--- src/rtl/local_ejection_unit.sv ---
`default_nettype none
// ============================================================================
// Module      : local_ejection_unit (with its noc_params package)
// Description : Router local-port sink. Keeps per-VC FIFOs, returns on/off and
//               allocatable flow control, and delivers whole packets to the core.
// Revision    : 1.0 - initial release
// ============================================================================

package noc_params;
    localparam int VC_NUM           = 2;
    localparam int VC_SIZE          = 1;
    localparam int DEST_ADDR_SIZE_X = 4;
    localparam int DEST_ADDR_SIZE_Y = 4;
    localparam int PAYLOAD_SIZE     = 16;

    typedef enum logic [1:0] {
        HEAD     = 2'b00,
        BODY     = 2'b01,
        TAIL     = 2'b10,
        HEADTAIL = 2'b11
    } flit_label_t;

    typedef struct packed {
        flit_label_t                 flit_label;
        logic [VC_SIZE-1:0]          vc_id;
        logic [DEST_ADDR_SIZE_X-1:0] x_dest;
        logic [DEST_ADDR_SIZE_Y-1:0] y_dest;
        logic [PAYLOAD_SIZE-1:0]     payload;
    } flit_t;
endpackage

module local_ejection_unit
    import noc_params::*;
#(
    parameter int BUFFER_SIZE = 8,
    parameter int OFF_MARGIN  = 2,
    parameter int X_CURRENT   = 0,
    parameter int Y_CURRENT   = 0
) (
    input  logic              clk,
    input  logic              rst,
    input  flit_t             data_i,
    input  logic              is_valid_i,
    output logic [VC_NUM-1:0] is_on_off_o,
    output logic [VC_NUM-1:0] is_allocatable_o,
    output flit_t             data_o,
    output logic              is_valid_o,
    input  logic              ready_i,
    output logic [15:0]       pkt_count_o,
    output logic [VC_NUM-1:0] error_o
);

    localparam int PTR_W = $clog2(BUFFER_SIZE);
    localparam logic [PTR_W:0] c_FULL = (PTR_W+1)'(BUFFER_SIZE);
    localparam logic [PTR_W:0] c_ONE  = (PTR_W+1)'(1);
    localparam logic [DEST_ADDR_SIZE_X-1:0] c_X = DEST_ADDR_SIZE_X'(X_CURRENT);
    localparam logic [DEST_ADDR_SIZE_Y-1:0] c_Y = DEST_ADDR_SIZE_Y'(Y_CURRENT);

    localparam logic [1:0] c_ST_IDLE  = 2'd0;
    localparam logic [1:0] c_ST_PKT   = 2'd1;
    localparam logic [1:0] c_ST_STALL = 2'd2;

    logic [VC_NUM-1:0]  w_empty;
    logic [VC_NUM-1:0]  w_wr_en;
    logic [VC_NUM-1:0]  w_rd_en;
    flit_t              w_heads [VC_NUM];
    flit_t              w_head;
    logic               w_head_tail;
    logic               w_xfer;
    logic [VC_SIZE-1:0] w_sel;
    logic [VC_SIZE-1:0] w_rr_vc;
    logic               w_rr_found;
    logic [1:0]         r_state;
    logic [1:0]         w_state_next;
    logic [VC_SIZE-1:0] r_lock_vc;
    logic [VC_SIZE-1:0] w_lock_next;
    logic [VC_SIZE-1:0] r_last;
    logic [15:0]        r_pkt_count;

    for (genvar v = 0; v < VC_NUM; v++) begin : g_vc
        flit_t          r_mem [BUFFER_SIZE];
        logic [PTR_W:0] r_wptr;
        logic [PTR_W:0] r_rptr;
        logic [PTR_W:0] w_occ;
        logic [PTR_W:0] w_occ_next;
        logic           w_hit;
        logic           w_full;
        logic           w_is_head;
        logic           w_proto_err;
        logic           w_dest_err;
        logic           r_open;
        logic           r_err;
        logic           r_on_off;
        logic           r_alloc;

        // Pointers carry one extra bit so a full FIFO differs from an empty one
        assign w_occ       = r_wptr - r_rptr;
        assign w_full      = (w_occ == c_FULL);
        assign w_empty[v]  = (w_occ == '0);
        assign w_hit       = is_valid_i && (data_i.vc_id == VC_SIZE'(v));
        assign w_wr_en[v]  = w_hit && !w_full;
        assign w_rd_en[v]  = w_xfer && (w_sel == VC_SIZE'(v));
        assign w_heads[v]  = r_mem[r_rptr[PTR_W-1:0]];
        assign w_is_head   = (data_i.flit_label == HEAD) || (data_i.flit_label == HEADTAIL);
        assign w_proto_err = w_is_head ? r_open : !r_open;
        assign w_dest_err  = w_is_head && ((data_i.x_dest != c_X) || (data_i.y_dest != c_Y));
        assign w_occ_next  = w_occ + {{PTR_W{1'b0}}, w_wr_en[v]} - {{PTR_W{1'b0}}, w_rd_en[v]};

        always_ff @(posedge clk) begin
            if (w_wr_en[v]) begin
                r_mem[r_wptr[PTR_W-1:0]] <= data_i;
            end
        end

        always_ff @(posedge clk) begin
            if (rst) begin
                r_wptr   <= '0;
                r_rptr   <= '0;
                r_open   <= 1'b0;
                r_err    <= 1'b0;
                r_on_off <= 1'b1;
                r_alloc  <= 1'b1;
            end else begin
                if (w_wr_en[v]) begin
                    r_wptr <= r_wptr + c_ONE;
                end
                if (w_rd_en[v]) begin
                    r_rptr <= r_rptr + c_ONE;
                end
                if (w_hit && (w_proto_err || w_dest_err || w_full)) begin
                    r_err <= 1'b1;
                end
                if (w_hit && (data_i.flit_label == HEAD)) begin
                    r_open <= 1'b1;
                end else if (w_hit && (data_i.flit_label == TAIL)) begin
                    r_open <= 1'b0;
                end
                r_on_off <= (BUFFER_SIZE - int'(w_occ_next)) > OFF_MARGIN;
                // A new packet claiming the VC wins over the old one releasing it
                if (w_wr_en[v] && w_is_head) begin
                    r_alloc <= 1'b0;
                end else if (w_rd_en[v] && w_head_tail) begin
                    r_alloc <= 1'b1;
                end
            end
        end

        assign is_on_off_o[v]      = r_on_off;
        assign is_allocatable_o[v] = r_alloc;
        assign error_o[v]          = r_err;
    end

    // Round-robin search starting just after the last VC served
    always_comb begin
        logic [VC_SIZE-1:0] v_idx;
        v_idx      = '0;
        w_rr_vc    = r_last;
        w_rr_found = 1'b0;
        for (int k = 1; k <= VC_NUM; k++) begin
            v_idx = VC_SIZE'((int'(r_last) + k) % VC_NUM);
            if (!w_rr_found && !w_empty[v_idx]) begin
                w_rr_found = 1'b1;
                w_rr_vc    = v_idx;
            end
        end
    end

    always_ff @(posedge clk) begin
        if (rst) begin
            r_state   <= c_ST_IDLE;
            r_lock_vc <= '0;
        end else begin
            r_state   <= w_state_next;
            r_lock_vc <= w_lock_next;
        end
    end

    // STALL pins a non-HEAD flit that the core is refusing, so the grant holds
    always_comb begin
        w_state_next = r_state;
        w_lock_next  = r_lock_vc;
        case (r_state)
            c_ST_IDLE: begin
                if (is_valid_o) begin
                    if (w_head.flit_label == HEAD) begin
                        w_state_next = c_ST_PKT;
                        w_lock_next  = w_sel;
                    end else if (!ready_i) begin
                        w_state_next = c_ST_STALL;
                        w_lock_next  = w_sel;
                    end
                end
            end
            c_ST_PKT: begin
                if (w_xfer && w_head_tail) begin
                    w_state_next = c_ST_IDLE;
                end
            end
            c_ST_STALL: begin
                if (w_xfer) begin
                    w_state_next = c_ST_IDLE;
                end
            end
            default: w_state_next = c_ST_IDLE;
        endcase
    end

    always_comb begin
        w_sel      = r_lock_vc;
        is_valid_o = !w_empty[r_lock_vc];
        if (r_state == c_ST_IDLE) begin
            w_sel      = w_rr_vc;
            is_valid_o = w_rr_found;
        end
        w_head = w_heads[w_sel];
        data_o = is_valid_o ? w_head : '0;
        w_xfer = is_valid_o && ready_i;
    end

    assign w_head_tail = (w_head.flit_label == TAIL) || (w_head.flit_label == HEADTAIL);

    always_ff @(posedge clk) begin
        if (rst) begin
            r_last      <= '0;
            r_pkt_count <= '0;
        end else if (w_xfer) begin
            r_last <= w_sel;
            if (w_head_tail) begin
                r_pkt_count <= r_pkt_count + 16'd1;
            end
        end
    end

    assign pkt_count_o = r_pkt_count;

endmodule

`default_nettype wire

--- config.mk ---
export PLATFORM = sky130hd
export DESIGN_NAME = local_ejection_unit
export DESIGN_NICKNAME = d
export VERILOG_FILES = /design/src/rtl/local_ejection_unit.sv
export SDC_FILE = /design/constraint.sdc
export NUM_CORES = 1
export LEC_CHECK = 0
export ABC_AREA = 0
export ABC_CLOCK_PERIOD_IN_PS = 5900
export CAP_MARGIN = 10
export CORE_MARGIN = 2
export CORE_UTILIZATION = 45
export DETAILED_ROUTE_END_ITERATION = 6
export PLACE_DENSITY = 0.69
export SETUP_SLACK_MARGIN = 0.5
export SLEW_MARGIN = 20
export SYNTH_ARGS = -nofsm -noshare
export SYNTH_HDL_FRONTEND = slang
export SYNTH_SLANG_ARGS = --single-unit
--- constraint.sdc ---
create_clock -name clk -period 5.9 [get_ports clk]
set_input_delay 1.18 -clock clk [delete_from_list [all_inputs] [get_ports clk]]
set_output_delay 1.18 -clock clk [all_outputs]
set_load 0.02 [all_outputs]
Yosys cells after proc, flatten, opt, wreduce, memory -nomap -nowiden --
Memories as Yosys holds them, arrays and structs flattened. A register that Yosys moved wholly into a read port is not among the register bits. Cells that the tools add are included.
Storage, ports and cells: register bits after elaboration 44, memory bits (writable) 432, input bits 31, output and inout port bits 50, logic and storage cells 144, memories 2
Memory list:
- g_vc[0].r_mem | words 8, width 27, rd ports 1, clocked after memory_dff 1, write ports 1, RTL line 81 | flit_t r_mem [BUFFER_SIZE];
- g_vc[1].r_mem | words 8, width 27, rd ports 1, clocked after memory_dff 1, write ports 1, RTL line 81
Operators by class: add/subtract/negate cells 15, magnitude comparators 6, eq/ne operators 13, mux-type cells 42, bitwise operators 3, reductions and logical operators 47
Operators by type and width (count):
- 27-bit two-way mux | 4
- 1-bit two-way mux | 28
- 1-bit logical AND | 20
- 16-bit by 1-bit adder with 16-bit output (second input constant) | 1
- 4-bit by 1-bit adder with 4-bit output (second input constant) | 4
- 3-bit two-way mux | 4
- 2-bit == test (second input constant) | 5
- 5-bit by 3-bit greater-than comparator with 1-bit output (second input constant) | 2
- 2-bit two-way mux | 5
- 4-bit by 4-bit subtractor with 5-bit output (first input constant) | 2
- 4-bit by 1-bit adder with 4-bit output | 2
- 4-bit == test (second input constant) | 2
- 4-bit zero test | 2
- 2-bit nonzero test | 4
- 4-bit nonzero test | 2
- 4-bit by 1-bit subtractor with 4-bit output | 2
- 4-bit subtractor | 2
- 1-bit logical OR | 7
- 1-bit zero test | 6
- 2-bit zero test | 3
- 1-bit by 2-bit < comparator with 1-bit output (second input constant) | 3
- 2-bit != test (second input constant) | 3
- 2-bit one-hot mux with 3 select lines | 1
- 4-bit AND reduction | 1
- 9 further kinds | 11

Longest topological paths before layout --
Gate-level depths: netlist of run 1.
depth after elaboration 17, gate-level depth with buffers 24, gate-level depth less buffers 24

Least setup slack after synthesis of run 1 --
No wires, ideal clock.
path type register to register, start point register g_vc[0].r_wptr[1], end point memory g_vc[0].r_mem[0][0] (netlist bit) (enable), setup time 0.479 ns, data arrival time 4.452 ns, required time 5.421 ns, path slack 0.969 ns, stages on the path, launching flop included 10, path buffers 0, clock period less this slack 4.931 ns, path through dfxtp_1 > ha_1 > a21o_1 > a21o_1 > xor2_1 > inv_1 > ha_1 > and3b_1 > nand2b_1 > nor4_1
Between the ends: word-level cells in the longest chain between the ends 6
RTL lines:
- start, declared | RTL line 82 | logic [PTR_W:0] r_wptr;
- start signal, assigned | RTL line 125 | r_wptr <= r_wptr + c_ONE;
- 4-bit subtractor | RTL line 97 | assign w_occ = r_wptr - r_rptr;
- 4-bit == test | RTL line 98 | assign w_full = (w_occ == c_FULL);
- 1-bit zero test | RTL line 101 | assign w_wr_en[v] = w_hit && !w_full;
- 1-bit logical AND | RTL line 101
- 1-bit two-way mux | RTL line 110 | if (w_wr_en[v]) begin
- 1-bit two-way mux (not written as such) | RTL line 111 | r_mem[r_wptr[PTR_W-1:0]] <= data_i;
- end, declared | RTL line 81
Parallel ways exist; a longest one is shown, timed or not.

==> results of run 1 <==
-- final timing paths --
path,start,end,slack (ps)
hold reg to reg,g_vc[1].r_err,g_vc[1].r_err,470
setup reg to reg,g_vc[0].r_wptr[0],g_vc[1].r_on_off,850
hold / removal,g_vc[1].r_err,g_vc[1].r_err,470
setup / recovery,g_vc[0].r_wptr[0],data_o[18],660
-- worst min-delay path, cell delays in order (launching register included) --
cell	delay [ps]
dfxtp_1	320
nor2_1	50
nor2_1	70
-- metal layers --
metal / vias to the layer above / global-route usage [%]
met5: - / 0
li1: 4442 / -
met1: 5303 / 26.8
met2: 309 / 30.5
met4: 0 / 5.06
met3: 55 / 3.50
-- cells in the final DEF, fill, tap and decap left out, drive strengths merged, types with 12 or more instances in the layout --
| cell type | netlist | final |
|---|---|---|
| a211oi | 52 | 52 |
| a21oi | 27 | 27 |
| buf | 23 | 32 |
| clkbuf | 32 | 55 |
| clkdlybuf4s50 | 0 | 74 |
| clkinv | 0 | 22 |
| dfxtp | 50 | 50 |
| edfxtp | 432 | 432 |
| ha | 29 | 29 |
| inv | 33 | 38 |
| mux2i | 32 | 32 |
| mux4 | 108 | 108 |
| nand2 | 24 | 24 |
| nand3 | 12 | 12 |
| nor2 | 49 | 50 |
| nor2b | 32 | 32 |
| nor3 | 13 | 13 |
| xnor2 | 14 | 14 |
-- through the flow --
step / total power, mW / std cells
after floorplan: 6.16 / 1055
final: 10.7 / 1788
after CTS: 10.7 / 1782
after detailed placement: 7.39 / 1687
after global routing: 11.2 / 1788
after global placement: 7.32 / 1686
-- power by group through the flow --
stage	Clock (mW)	Combinational (mW)	Sequential (mW)
finish	3.18	3.53	4.01
global route	3.35	3.81	4.03
CTS	3.22	3.50	4.01
detailed placement	0	3.30	4.09
global placement	0	3.24	4.08
floorplan	0	2.21	3.96
-- final cells by class --
| cell class | instances | share of cell area [%] |
|---|---|---|
| clock buffers | 55 | 5.43 |
| clock inverters | 36 | 1.80 |
| inverters | 33 | 0.538 |
| multi-input cells | 486 | 23.2 |
| flip-flops and latches | 482 | 60.8 |
| well taps | 585 | 3.18 |
| repair buffers | 111 | 5.06 |
-- sequential cells by signal, indices dropped and copies added (netlist names), named ones only --
register / cells
g_vc.r_wptr: 8
g_vc.r_err: 2
pkt_count_o: 16
g_vc.r_alloc: 2
g_vc.r_open: 2
g_vc.r_on_off: 2
r_last: 1
r_lock_vc: 1
r_state: 2
g_vc.r_rptr: 8
g_vc.r_mem: 432
-- logic make-up after synthesis --
kind of cell / count (synthesis) / synth area share (%)
multiplexers: 143 / 14.3
AND/OR/NAND/NOR: 168 / 4.61
flip-flops: 482 / 71.5
buffers and inverters: 88 / 1.99
AO/OA/AOI/OAI: 116 / 4.20
adder cells (fa/ha/maj): 33 / 2.27
XOR/XNOR: 25 / 1.12
-- repair_timing --
item	CTS	global route
resized for setup	8	8
hold endpoints to repair	0	0
gates cloned	1	0
hold buffers	0	0
setup endpoints to repair	28	26
pin swaps	2	2
buffers inserted	3	3
==> results.json, run 1 <==
{
  "status": "completed",
  "netlist-cell-type-count": 49,
  "cp_cell_sequence": "inv_1, ha_1, inv_1, fa_1, xnor2_2, ha_1, nand3b_1, o2bb2ai_4, nor2_4, buf_12, buf_4, a211oi_1, a211oi_1, clkdlybuf4s50_1",
  "p_switching_mw": 3.42,
  "fin_nets": 1227,
  "seqPwrFrac_pct": 37.4,
  "stdcell_area_um2": 23000,
  "cts_tree": "built",
  "cp-start-kind": "flip-flop",
  "grt.total_usage_pct": 18.9,
  "cts_buffers": 49,
  "drv_cap": 0,
  "clockBufferDepth": 3,
  "clock_sinks": 482,
  "crit_family": "buffers and inverters",
  "slowest_stage": "clkdlybuf4s50_1",
  "postRouteAntennaNets": 0,
  "vias": 10100,
  "wire_per_inst_um": 23.4,
  "max_stage_delay_ps": 640,
  "met1Wirelength_um": 18400,
  "met3_length_um": 2500,
  "power_frac_clock_pct": 29.7,
  "start_util_pct": 45.4,
  "holdPathStages": 2,
  "post-dp-hpwl_um": 22800,
  "wl_um": 41800,
  "ys.flop_type": "edfxtp_1",
  "clkLatencyLatePin_ps": 600,
  "setup_viol": 0,
  "wl_met2_um": 20200,
  "drc": 0,
  "tightest_slew_ps": 1140,
  "path_class": "reg -> out",
  "synth.yosys.seq_area_share_pct": 71.5,
  "slew_violations": 0,
  "switching_share_pct": 32.0,
  "synthTopCellsByCount": "edfxtp_1, mux4_2, a211oi_1, dfxtp_1, nor2_1",
  "syn_to_final_growth_pct": 17.8,
  "port_buffers": 80,
  "fin_crit_ps": 5240,
  "drive_gt1_share_pct": 21.9,
  "std_cell_rows": 76,
  "die_h_um": 212,
  "drtPass1Iterations": 5,
  "grt_pass1_vias": 10100,
  "crit_cells": 14,
  "cp.required_ps": 4720,
  "post-route-period-util_pct": 88.9,
  "rr_worst_depth": 23,
  "pre_cts_ws_ps": 595,
  "power_frac_comb_pct": 32.9,
  "die_w_um": 212,
  "utilization_pct": 53.5,
  "overflow": 0,
  "placed_cell_area_um2": 21100,
  "antenna_found_initial": 0,
  "p_int_mw": 7.29,
  "cts_max_level": 2,
  "multi_input_area_um2": 5340,
  "setup_tns_ps": 0,
  "grt_pass1_wl_um": 62400,
  "via_per_inst": 5.65,
  "yosysTopAreaCellShare_pct": 66.4,
  "hold_viol": 0,
  "avgSynthCellArea_um2": 18.5,
  "clk_pin_slew_ps": 60,
  "fin_skew_ps": 38.4,
  "worst_hold_slack_ps": 471,
  "power_density_nw_per_um2": 465,
  "synth-edff-count": 432,
  "ys_seq_elements": 482,
  "arrival_ps": 4060,
  "power_leakage_nw": 7.30,
  "drt_iter0_markers": 977,
  "seqCellArea_um2": 14000,
  "rsz0062_at_grt": "no",
  "worst_slack_ps": 657,
  "synthesis.instances": 1055,
  "cts_root_buf": "clkbuf_16",
  "core_area_um2": 43000,
  "syn_area_um2": 19500,
  "fmax_mhz": 191,
  "fillCellCount": 3373,
  "synth_most_common_cell": "edfxtp_1",
  "antenna-diode-count": 0,
  "critPathMaxFanout": 19,
  "dr.max_layer_used": "met4",
  "syn_nets": 1119,
  "max-vdd-ir-drop_uv": 414,
  "crit_buf_inv": 5,
  "synthTopCellsByArea": "edfxtp_1, mux4_2, dfxtp_1",
  "yosysTopAreaCell": "edfxtp_1",
  "holdCritPathClass": "reg -> reg",
  "grt_max_degree": 51,
  "pin_count": 81,
  "async_reset_ff_share_pct": 0,
  "gp_congestion": 0.787,
  "relSlewSlack_pct": 23.7,
  "cp-end-kind": "output pin",
  "synth-warning-count": 0,
  "die_area_um2": 45100
}
No activity file was read; power rests on OpenSTA's default activity.
==> run 2: changes to the inputs <==
--- a/config.mk
+++ b/config.mk
@@ -10,10 +10,13 @@
 export CAP_MARGIN = 10
 export CORE_MARGIN = 2
 export CORE_UTILIZATION = 45
+export CTS_CLUSTER_DIAMETER = 120
 export DETAILED_ROUTE_END_ITERATION = 6
+export GPL_ROUTABILITY_DRIVEN = 0
 export PLACE_DENSITY = 0.69
 export SETUP_SLACK_MARGIN = 0.5
 export SLEW_MARGIN = 20
 export SYNTH_ARGS = -nofsm -noshare
 export SYNTH_HDL_FRONTEND = slang
 export SYNTH_SLANG_ARGS = --single-unit
+export TNS_END_PERCENT = 50
==> results of run 2 <==
No change in the layout: final DEF, timing and power equal those of run 1.
